**src/rtl/immediate_extender.sv**
```systemverilog
// Pipelined immediate generator: zero/sign/shifted-sign/upper extension of a raw field
// whose MSB position is chosen at run time, behind a 2-entry skid buffer with registered IN_READY.
module immediate_extender #(
  parameter int INPUTSize  = 16,
  parameter int OUTPUTSize = 32,
  parameter int SHIFT_AMT  = 2,
  localparam int POSW      = $clog2(INPUTSize)
) (
  input  logic                  CLK,
  input  logic                  RESET_N,
  input  logic                  IN_VALID,
  output logic                  IN_READY,
  input  logic [INPUTSize-1:0]  IN_DATA,
  input  logic [POSW-1:0]       SIGN_POS,
  input  logic [1:0]            MODE,
  output logic                  OUT_VALID,
  input  logic                  OUT_READY,
  output logic [OUTPUTSize-1:0] OUT_DATA
);

  typedef enum logic [1:0] {
    ST_EMPTY = 2'b00,
    ST_ONE   = 2'b01,
    ST_TWO   = 2'b10
  } occ_t;

  // Ones on bits [p:0]; a SIGN_POS beyond the field shifts everything out, which clamps p to the MSB.
  logic [INPUTSize-1:0]  field_mask;
  logic [INPUTSize-1:0]  sign_onehot;
  logic                  sign_bit;
  logic [OUTPUTSize-1:0] zext;
  logic [OUTPUTSize-1:0] sext;
  logic [OUTPUTSize-1:0] shifted;
  logic [OUTPUTSize-1:0] upper;
  logic [OUTPUTSize-1:0] ext_data;

  assign field_mask  = ~(({INPUTSize{1'b1}} << SIGN_POS) << 1);
  assign sign_onehot = field_mask ^ (field_mask >> 1);
  assign sign_bit    = |(IN_DATA & sign_onehot);

  genvar gi;
  generate
    for (gi = 0; gi < OUTPUTSize; gi++) begin : g_ext
      if (gi < INPUTSize) begin : g_field
        assign zext[gi] = IN_DATA[gi] & field_mask[gi];
        assign sext[gi] = field_mask[gi] ? IN_DATA[gi] : sign_bit;
      end else begin : g_above
        assign zext[gi] = 1'b0;
        assign sext[gi] = sign_bit;
      end
    end
  endgenerate

  assign shifted = sext << SHIFT_AMT;
  assign upper   = OUTPUTSize'(IN_DATA) << (OUTPUTSize - INPUTSize);

  always_comb begin
    ext_data = zext;
    case (MODE)
      2'b00:   ext_data = zext;
      2'b01:   ext_data = sext;
      2'b10:   ext_data = shifted;
      default: ext_data = upper;
    endcase
  end

  occ_t                  state_reg, state_next;
  logic [OUTPUTSize-1:0] out_data_reg, out_data_next;
  logic [OUTPUTSize-1:0] skid_reg, skid_next;
  logic                  in_ready_reg;
  logic                  in_fire;
  logic                  out_fire;

  assign IN_READY  = in_ready_reg;
  assign OUT_VALID = (state_reg != ST_EMPTY);
  assign OUT_DATA  = out_data_reg;
  assign in_fire   = IN_VALID & in_ready_reg;
  assign out_fire  = OUT_VALID & OUT_READY;

  always_comb begin
    state_next    = state_reg;
    out_data_next = out_data_reg;
    skid_next     = skid_reg;
    case (state_reg)
      ST_EMPTY: begin
        if (in_fire) begin
          state_next    = ST_ONE;
          out_data_next = ext_data;
        end
      end
      ST_ONE: begin
        if (in_fire && out_fire) begin
          out_data_next = ext_data;
        end else if (in_fire) begin
          state_next = ST_TWO;
          skid_next  = ext_data;
        end else if (out_fire) begin
          state_next = ST_EMPTY;
        end
      end
      ST_TWO: begin
        if (out_fire) begin
          state_next    = ST_ONE;
          out_data_next = skid_reg;
        end
      end
      default: state_next = ST_EMPTY;
    endcase
  end

  // IN_READY is computed from next occupancy so it stays a plain flop output.
  always_ff @(posedge CLK or negedge RESET_N) begin
    if (!RESET_N) begin
      state_reg    <= ST_EMPTY;
      out_data_reg <= '0;
      skid_reg     <= '0;
      in_ready_reg <= 1'b0;
    end else begin
      state_reg    <= state_next;
      out_data_reg <= out_data_next;
      skid_reg     <= skid_next;
      in_ready_reg <= (state_next != ST_TWO);
    end
  end

endmodule

```
**config.mk**
```make
export PLATFORM = sky130hd
export DESIGN_NAME = immediate_extender
export DESIGN_NICKNAME = d
export VERILOG_FILES = /design/src/rtl/immediate_extender.sv
export SDC_FILE = /design/constraint.sdc
export NUM_CORES = 1
export LEC_CHECK = 0
export CAP_MARGIN = 20
export CELL_PAD_IN_SITES_DETAIL_PLACEMENT = 0
export CELL_PAD_IN_SITES_GLOBAL_PLACEMENT = 1
export CORE_UTILIZATION = 44
export DETAILED_ROUTE_END_ITERATION = 7
export GPL_TIMING_DRIVEN = 0
export PLACE_DENSITY = 0.94
export RECOVER_POWER = 50
export SKIP_CTS_REPAIR_TIMING = 1
export SYNTH_ARGS = -nofsm -noshare
export SYNTH_HDL_FRONTEND = slang
export SYNTH_SLANG_ARGS = --single-unit
```
**constraint.sdc**
```tcl
create_clock -name CLK -period 6.15 [get_ports CLK]
set_clock_uncertainty 0.15 [all_clocks]
set_input_delay 1.5375 -clock CLK [delete_from_list [all_inputs] [get_ports CLK]]
set_output_delay 1.5375 -clock CLK [all_outputs]
set_load 0.005 [all_outputs]
```
Yosys cells after proc, flatten, opt, wreduce, memory -nomap -nowiden
Index checks and enable logic that the tools add are counted.
W data, S select, Z words.
{ "word_totals": {"register_bits": 67, "in_bits": 26, "output_inout_bits": 34, "wordCells": 70} }
{ "op_classes": {"eq_ne": 8, "n_shift": 1, "mux": 27, "bitwise_logic": 22, "n_reduce_logical": 8} }
{ "op_table": {"columns": ["op", "count"], "rows": [
  ["$pmux W32 S3", 2],
  ["$mux W32", 3],
  ["$and A1 B1 Y1", 18],
  ["$and A16 B16 Y16", 1],
  ["$mux W1", 16],
  ["$not A16 Y16", 1],
  ["$reduce_or A16 Y1", 1],
  ["$shl A16 B4 Y15 const A", 1],
  ["$xor A16 B15 Y16", 1],
  ["$mux W2", 5],
  ["$ne A2 B2 Y1 const B", 4],
  ["$pmux W2 S3", 1],
  ["$eq A2 B1 Y1 const B", 2],
  ["$eq A2 B2 Y1 const B", 2],
  ["$logic_not A2 Y1", 2],
  ["$reduce_and A4 Y1", 1],
  ["$reduce_and A3 Y1", 1],
  ["$reduce_bool A3 Y1", 1],
  ["$reduce_bool A2 Y1", 1],
  ["$logic_and A1 B1 Y1", 1],
  ["$not A1 Y1", 1]
]} }

Logic depth before layout (Yosys ltp)
Gate-level depths: netlist of the first run.
{ "depth": {"ltp_word": 9, "mapped_depth": 10, "ltp_nobuf": 6} }

Worst setup path after synthesis of the first run
No wires, ideal clock.
{ "synth_timing": {"path_type": "in2reg", "start": "input port SIGN_POS[0]", "end": "register out_data_reg[11], in the netlist OUT_DATA[11]", "setup_ps": 126, "arrival_ps": 3309, "t_required_ps": 5874, "path_slack_ps": 2565, "cell_stages": 8, "n_path_buf": 2, "path_cell_list": "buf_6 -> mux2_4 -> a222oi_1 -> and2_1 -> buf_6 -> a21oi_4 -> a211o_1 -> a221o_1"} }
{ "synth_via": {"elab_chain_cells": 9, "word_cells_on_any_way": 12, "classes_between": "shift (1); mux (6); bitwise (4); reduce/logical (1)"} }
{ "synth_rtl": {"columns": ["element", "line_no", "text"], "rows": [
  ["start, declared", "14", "input logic [POSW-1:0] SIGN_POS,"],
  ["$shl A16 B4 Y15 *", "37", "assign field_mask = ~(({INPUTSize{1'b1}} << SIGN_POS) << 1);"],
  ["$not A16 Y16 *", "37", null],
  ["$xor A16 B15 Y16", "38", "assign sign_onehot = field_mask ^ (field_mask >> 1);"],
  ["$and A16 B16 Y16", "39", "assign sign_bit = |(IN_DATA & sign_onehot);"],
  ["$reduce_or A16 Y1", "39", null],
  ["$mux W1", "46", "assign sext[gi] = field_mask[gi] ? IN_DATA[gi] : sign_bit;"],
  ["$pmux W32 S3 *", "59", "case (MODE)"],
  ["$mux W32, on equally long branches", "92, 86", null],
  ["$pmux W32 S3 *", "84", "case (state_reg)"],
  ["end signal, assigned", "120", "out_data_reg <= out_data_next;"],
  ["end, declared", "68", "logic [OUTPUTSize-1:0] out_data_reg, out_data_next;"]
]} }
Mark *: on every way between the ends. The rest lies on a longest branch, timed or not. The select of a mux whose other input is x is not followed.
A chain may end at the register's enable or synchronous reset.

Worst setup path after layout of the first run
{ "layout_timing": {"start": "input port IN_DATA[14]", "end": "register out_data_reg[15], in the netlist OUT_DATA[15]"} }
{ "layout_via": {"elab_chain_cells": 6, "word_cells_on_any_way": 8, "classes_between": "mux (6); bitwise (1); reduce/logical (1)"} }
{ "layout_rtl": {"columns": ["element", "line_no", "text"], "rows": [
  ["start, declared", "13", "input logic [INPUTSize-1:0] IN_DATA,"],
  ["$and A16 B16 Y16 *", "39", null],
  ["$reduce_or A16 Y1 *", "39", null],
  ["$mux W1", "46", null],
  ["$pmux W32 S3 *", "59", null],
  ["$mux W32, on equally long branches", "92, 86", null],
  ["$pmux W32 S3 *", "84", null]
]} }
Marked as above.

==> results of run 1 <==
==> power groups by stage <==
stage / Combinational, W / Clock, W / Sequential, W
after floorplan: 0.000349 / 0 / 0.000760
after global placement: 0.000708 / 0 / 0.000763
after detailed placement: 0.000717 / 0 / 0.000771
after CTS: 0.000720 / 0.000352 / 0.000763
after global routing: 0.000786 / 0.000374 / 0.000788
final: 0.000702 / 0.000345 / 0.000761
==> through the flow <==
| stage | std cells | worst slack (ps) | area, um2 | utilization |
|---|---|---|---|---|
| finish | 638 | 1830 | 4760 | 0.571 |
| floorplan | 459 | 2570 | 3870 | - |
| global route | 638 | 1780 | 4760 | 0.571 |
| CTS | 638 | 1920 | 4760 | 0.571 |
| detailed placement | 622 | 1570 | 4580 | 0.549 |
| global placement | 622 | 1090 | 4580 | 0.549 |
==> routing by layer <==
| metal | track usage | vias up | wire length [um] |
|---|---|---|---|
| met5 | 0 | - | 0 |
| met4 | 0.0833 | 0 | 233 |
| met3 | 0.0624 | 16 | 873 |
| met2 | 0.423 | 147 | 5350 |
| met1 | 0.411 | 1847 | 5520 |
| li1 | - | 1814 | - |
==> critical path, cell delays in order <==
cell and delay, ps:
clkdlybuf4s50_1 560, and4_1 290, a222oi_1 720, and2_1 240
buf_6 140, a21oi_4 60, a2111oi_0 590, o21ai_0 200
==> final cells by class <==
cell class,instances,share of cell area
plain buffers,37,0.0360
clock inverters,5,0.00762
inverters,8,0.00630
flip-flops and latches,67,0.352
clock buffers,11,0.0318
repair buffers,58,0.121
well taps,105,0.0276
multi-input cells,347,0.417
==> worst paths after layout <==
path	cells past startpoint	start	slack, ps	endpoint
max	8	IN_DATA[14]	1830	OUT_DATA[15]
min	2	skid_reg[17]	330	skid_reg[17]
max reg2reg	7	state_reg[1]	3400	OUT_DATA[5]
min reg2reg	2	skid_reg[17]	330	skid_reg[17]
max in group asynchronous	1	RESET_N	4110	skid_reg[4]
min in group asynchronous	1	RESET_N	1140	OUT_DATA[26]
==> synthesized netlist by cell type (5+ instances only) <==
master and instances:
and3_1 9, o21ai_0 52, a31oi_1 9, dfrtp_1 67, mux2_2 5, inv_1 7, buf_2 5, o22ai_1 5
a21oi_1 57, o211ai_1 16, or3_1 19, a21o_1 6, clkbuf_1 28, nor3b_1 8, nor2_1 28, nand2_1 64
==> cells by family (layout without fill, tap and decap cells) <==
family                 after synthesis  in the layout  synth area share
multiplexers                         7              7            0.0210
AO/OA/AOI/OAI                      174            174             0.277
AND/OR/NAND/NOR                    166            166             0.216
buffers and inverters               45            119            0.0521
flip-flops                          67             67             0.434
==> flow_summary_export.csv, run 1 <==
group,metric,value,unit
timing,setup_viol,0,
clock_network,clkLatencyLatePin,340,ps
pwr,sequentialPowerShare,0.421,
floorplan,die_y,95.7,um
pwr,p_switching,0.000629,W
routing,num_vias,3824,
floorplan,dieArea,9170,um2
global_routing,grt_pass1_wl,19300,um
critical_path,critPathRequiredTime,6190,ps
routing,drt_iter0_drc,300,
timing,fmax,0.232,GHz
floorplan,core_area,8340,um2
cells_and_area,regArea,1680,um2
timing,worst_pin_slew,879,ps
placement,hpwl,8900,um
logic_synthesis,ys_seq_elements,67,
logic_synthesis,yosys.area.top_type,"dfrtp_1",
logic_synthesis,synth_area,3870,um2
global_routing,track_usage,0.283,
critical_path,end_kind,"register",
logic_synthesis,synth_cells,459,
cells_and_area,diodes,0,
clock_network,htree_levels,3,
flow_run,drv_cap,0,
clock_network,clockBufferDepth,2,
critical_path,cp.arrival,4360,ps
cells_and_area,nFillCells,786,
cells_and_area,multi_input_area,1990,um2
timing,holdWs,331,ps
timing,rsz0062_at_grt,"false",
clock_network,cts.sinks,67,
pwr,p_int,0.00118,W
routing,routed_wl,12000,um
run_status,outcome,"completed",
cells_and_area,layout_common_cells,"dfrtp_1 (67), nand2_1 (64), a21oi_1 (57)",
logic_synthesis,synth_top_area_frac,0.434,
timing,period_needed,4320,ps
logic_synthesis,synthFlopType,"dfrtp_1",
clock_network,clockRootBuffer,"clkbuf_8",
cells_and_area,layout.nets,554,
global_routing,grt_max_degree,68,
logic_synthesis,syn_nets,485,
global_routing,antenna_found_initial,0,
placement,io_buffers,58,
pwr,leakagePower,1.94,nW
critical_path,startpoint_type,"input pin",
logic_synthesis,async_flop_share,1.00,
pwr,p_sw_frac,0.348,
global_routing,grt_pass1_vias,3541,
routing,drc,0,
logic_synthesis,synth_edf_count,0,
routing,dr.pass1.iters,5,
timing,hold_violations,0,
clock_network,cts_tree,"yes",
timing,layout_worst_path_cycle_share,0.702,
pwr,p_clk_frac,0.191,
floorplan,rows,33,
clock_network,numCtsBuffers,9,
timing,fin_tns_setup,0,ps
floorplan,ios,60,
logic_synthesis,ys_seq_area_frac,0.434,
logic_synthesis,synth_area_leaders,"dfrtp_1 (43%), a21oi_1 (7.4%), o21ai_0 (6.7%)",
pwr,powerDensity,379,nW/um2
routing,wl_per_cell,18.8,um
clock_network,path_clk_slew,80,ps
cells_and_area,areaGrowthSynthToFinish,23.2,%
cells_and_area,final_common_cell,"dfrtp_1",
pwr,pwr-share-comb,0.388,
floorplan,start_util,0.464,
global_routing,overflow,0,
floorplan,die_w,95.7,um
timing,slew_violations,0,
routing,vias_per_cell,5.99,
pwr,power.total,0.00181,W
placement,gp_congestion,0.959,
logic_synthesis,yosys_warnings,0,
logic_synthesis,syn_area_per_cell,8.42,um2
critical_path,crit_fanout,8,
pwr,ir_drop,0.000164,V
logic_synthesis,yosys.cell_types.count,54,
routing,final_antenna_net_count,0,
critical_path,worstSetupPathType,"input pin to register",
worst_hold_path,hold_path.class,"register to register",
cells_and_area,drive_above_1_share,0.0788,
timing,slew_headroom,0.414,
(Power assumes the default switching activity.)
==> run 2, diff against run 1 <==
Settings changed: CORE_UTILIZATION 44 to 37, PLACE_DENSITY 0.94 to 0.85.
Clock period 6.15 ns to 3.8 ns, I/O delays scaled along.
==> flow_summary_export.csv, run 2 (synthesis results as in run 1) <==
group,metric,value,unit
cells_and_area,multi_input_area,1990,um2
critical_path,startpoint_type,"input pin",
timing,slew_headroom,-0.155,
clock_network,clockBufferDepth,2,
clock_network,numCtsBuffers,9,
timing,holdWs,327,ps
critical_path,cp.arrival,3740,ps
routing,drc,0,
routing,routed_wl,13100,um
run_status,violations,"capacitance limit, slew limit",
pwr,powerDensity,631,nW/um2
global_routing,grt_pass1_vias,3814,
floorplan,ios,60,
routing,drt_iter0_drc,219,
timing,layout_worst_path_cycle_share,0.964,
global_routing,antenna_found_initial,0,
placement,io_buffers,58,
routing,final_antenna_net_count,0,
global_routing,busiest_layer,"met2",
timing,rsz0062_at_grt,"false",
clock_network,cts_tree,"yes",
cells_and_area,final_common_cell,"dfrtp_1",
cells_and_area,final_area,4830,um2
cells_and_area,fin_util,0.486,
cells_and_area,regArea,1680,um2
pwr,ir_drop,0.000289,V
flow_run,drv_cap,1,
clock_network,clockRootBuffer,"clkbuf_8",
routing,vias_per_cell,5.76,
floorplan,die_y,104,um
clock_network,htree_levels,3,
floorplan,die_w,104,um
placement,gp_congestion,0.947,
global_routing,grt_util_met3,0.0570,
cells_and_area,diodes,0,
cells_and_area,finalNonFillerCells,668,
placement,pre_cts_ws,-323,ps
floorplan,rows,36,
global_routing,grt_pass1_wl,21000,um
routing,dr.pass1.iters,7,
clock_network,cts.sinks,67,
floorplan,start_util,0.388,
critical_path,end_kind,"register",
pwr,leakagePower,1.96,nW
placement,dpl_cell_area,4610,um2
clock_network,path_clk_slew,70,ps
floorplan,dieArea,10900,um2
cells_and_area,drive_above_1_share,0.0804,
placement,place_inst,650,
routing,num_vias,3851,
cells_and_area,areaGrowthSynthToFinish,25.0,%
timing,slew_violations,68,
critical_path,critPathRequiredTime,3880,ps
timing,worst_pin_slew,1730,ps
critical_path,worstSetupPathType,"input pin to register",
placement,hpwl,9590,um
cells_and_area,layout.nets,556,
run_status,outcome,"finished, violations left",
timing,period_needed,3660,ps
global_routing,overflow,0,
worst_hold_path,hold_path.class,"register to register",
timing,fmax,0.273,GHz
floorplan,core_area,9950,um2
cells_and_area,layout_common_cells,"dfrtp_1 (67), nand2_1 (64), a21oi_1 (57)",
timing,setup_ws,135,ps
critical_path,crit_fanout,10,
global_routing,met1_usage,0.346,
global_routing,grt_use_met2,0.381,
cells_and_area,nFillCells,976,
global_routing,grt_max_degree,68,
timing,hold_violations,0,
clock_network,clkLatencyLatePin,350,ps
timing,setup_viol,0,
global_routing,track_usage,0.249,
routing,wl_per_cell,19.6,um
[run 2: changes by cell type in the layout (fill, tap and decap cells not counted)]
cell	previous run	this run
a2111oi_0	1	0
a2111oi_1	0	1
buf_4	2	3
bufinv_16	0	2
clkbuf_1	28	29
clkbuf_2	0	2
clkbuf_8	11	9
clkdlybuf4s50_1	41	43
clkinv_2	1	2
clkinvlp_4	3	1
dlygate4sd3_1	16	14
inv_6	1	0
[run 2: layout make-up]
type | count | share of cell area
sequential | 67 | 0.347
timing repair buffer | 60 | 0.122
inverter | 8 | 0.00621
buffer | 37 | 0.0357
multi-input combinational | 347 | 0.411
clock inverter | 5 | 0.0160
clock buffer | 11 | 0.0272
tap | 133 | 0.0344
[run 2: report_power, final]
part | switching [W] | internal [W] | leakage (nW)
registers | 0.000185 | 0.00106 | 0.825
logic | 0.000579 | 0.000579 | 1.04
clock network | 0.000281 | 0.000368 | 0.103
[run 2: metal layers]
metal	part of all wire	wire [um]
met1	0.46	6040
met2	0.45	5930
met3	0.060	791
met4	0.025	321
met5	0	0
[run 2: final timing paths]
path,startpoint,end,slack (ps),cells after the start
worst max-delay path,SIGN_POS[1],OUT_DATA[21],140,10
worst min-delay path,skid_reg[8],skid_reg[8],330,2
worst max register to register,state_reg[0],OUT_DATA[1],1030,7
worst min register to register,skid_reg[8],skid_reg[8],330,2
max in group asynchronous,RESET_N,OUT_DATA[4],1560,1
min in group asynchronous,RESET_N,OUT_DATA[26],890,1
[run 2: per-stage QoR]
step                TNS (ps)  total power [W]
finish                     0          0.00305
detailed placement     -6460          0.00243
CTS                        0          0.00308
floorplan                  0          0.00180
global route               0          0.00326
global placement      -55720          0.00239
[run 2: critical path: stages]
cell and delay [ps]:
clkdlybuf4s50_1 490, buf_2 220, mux2_2 370, a32oi_1 260
and4_2 340, buf_2 240, nand2_1 160, a21oi_2 300
buf_2 290, a21oi_1 100
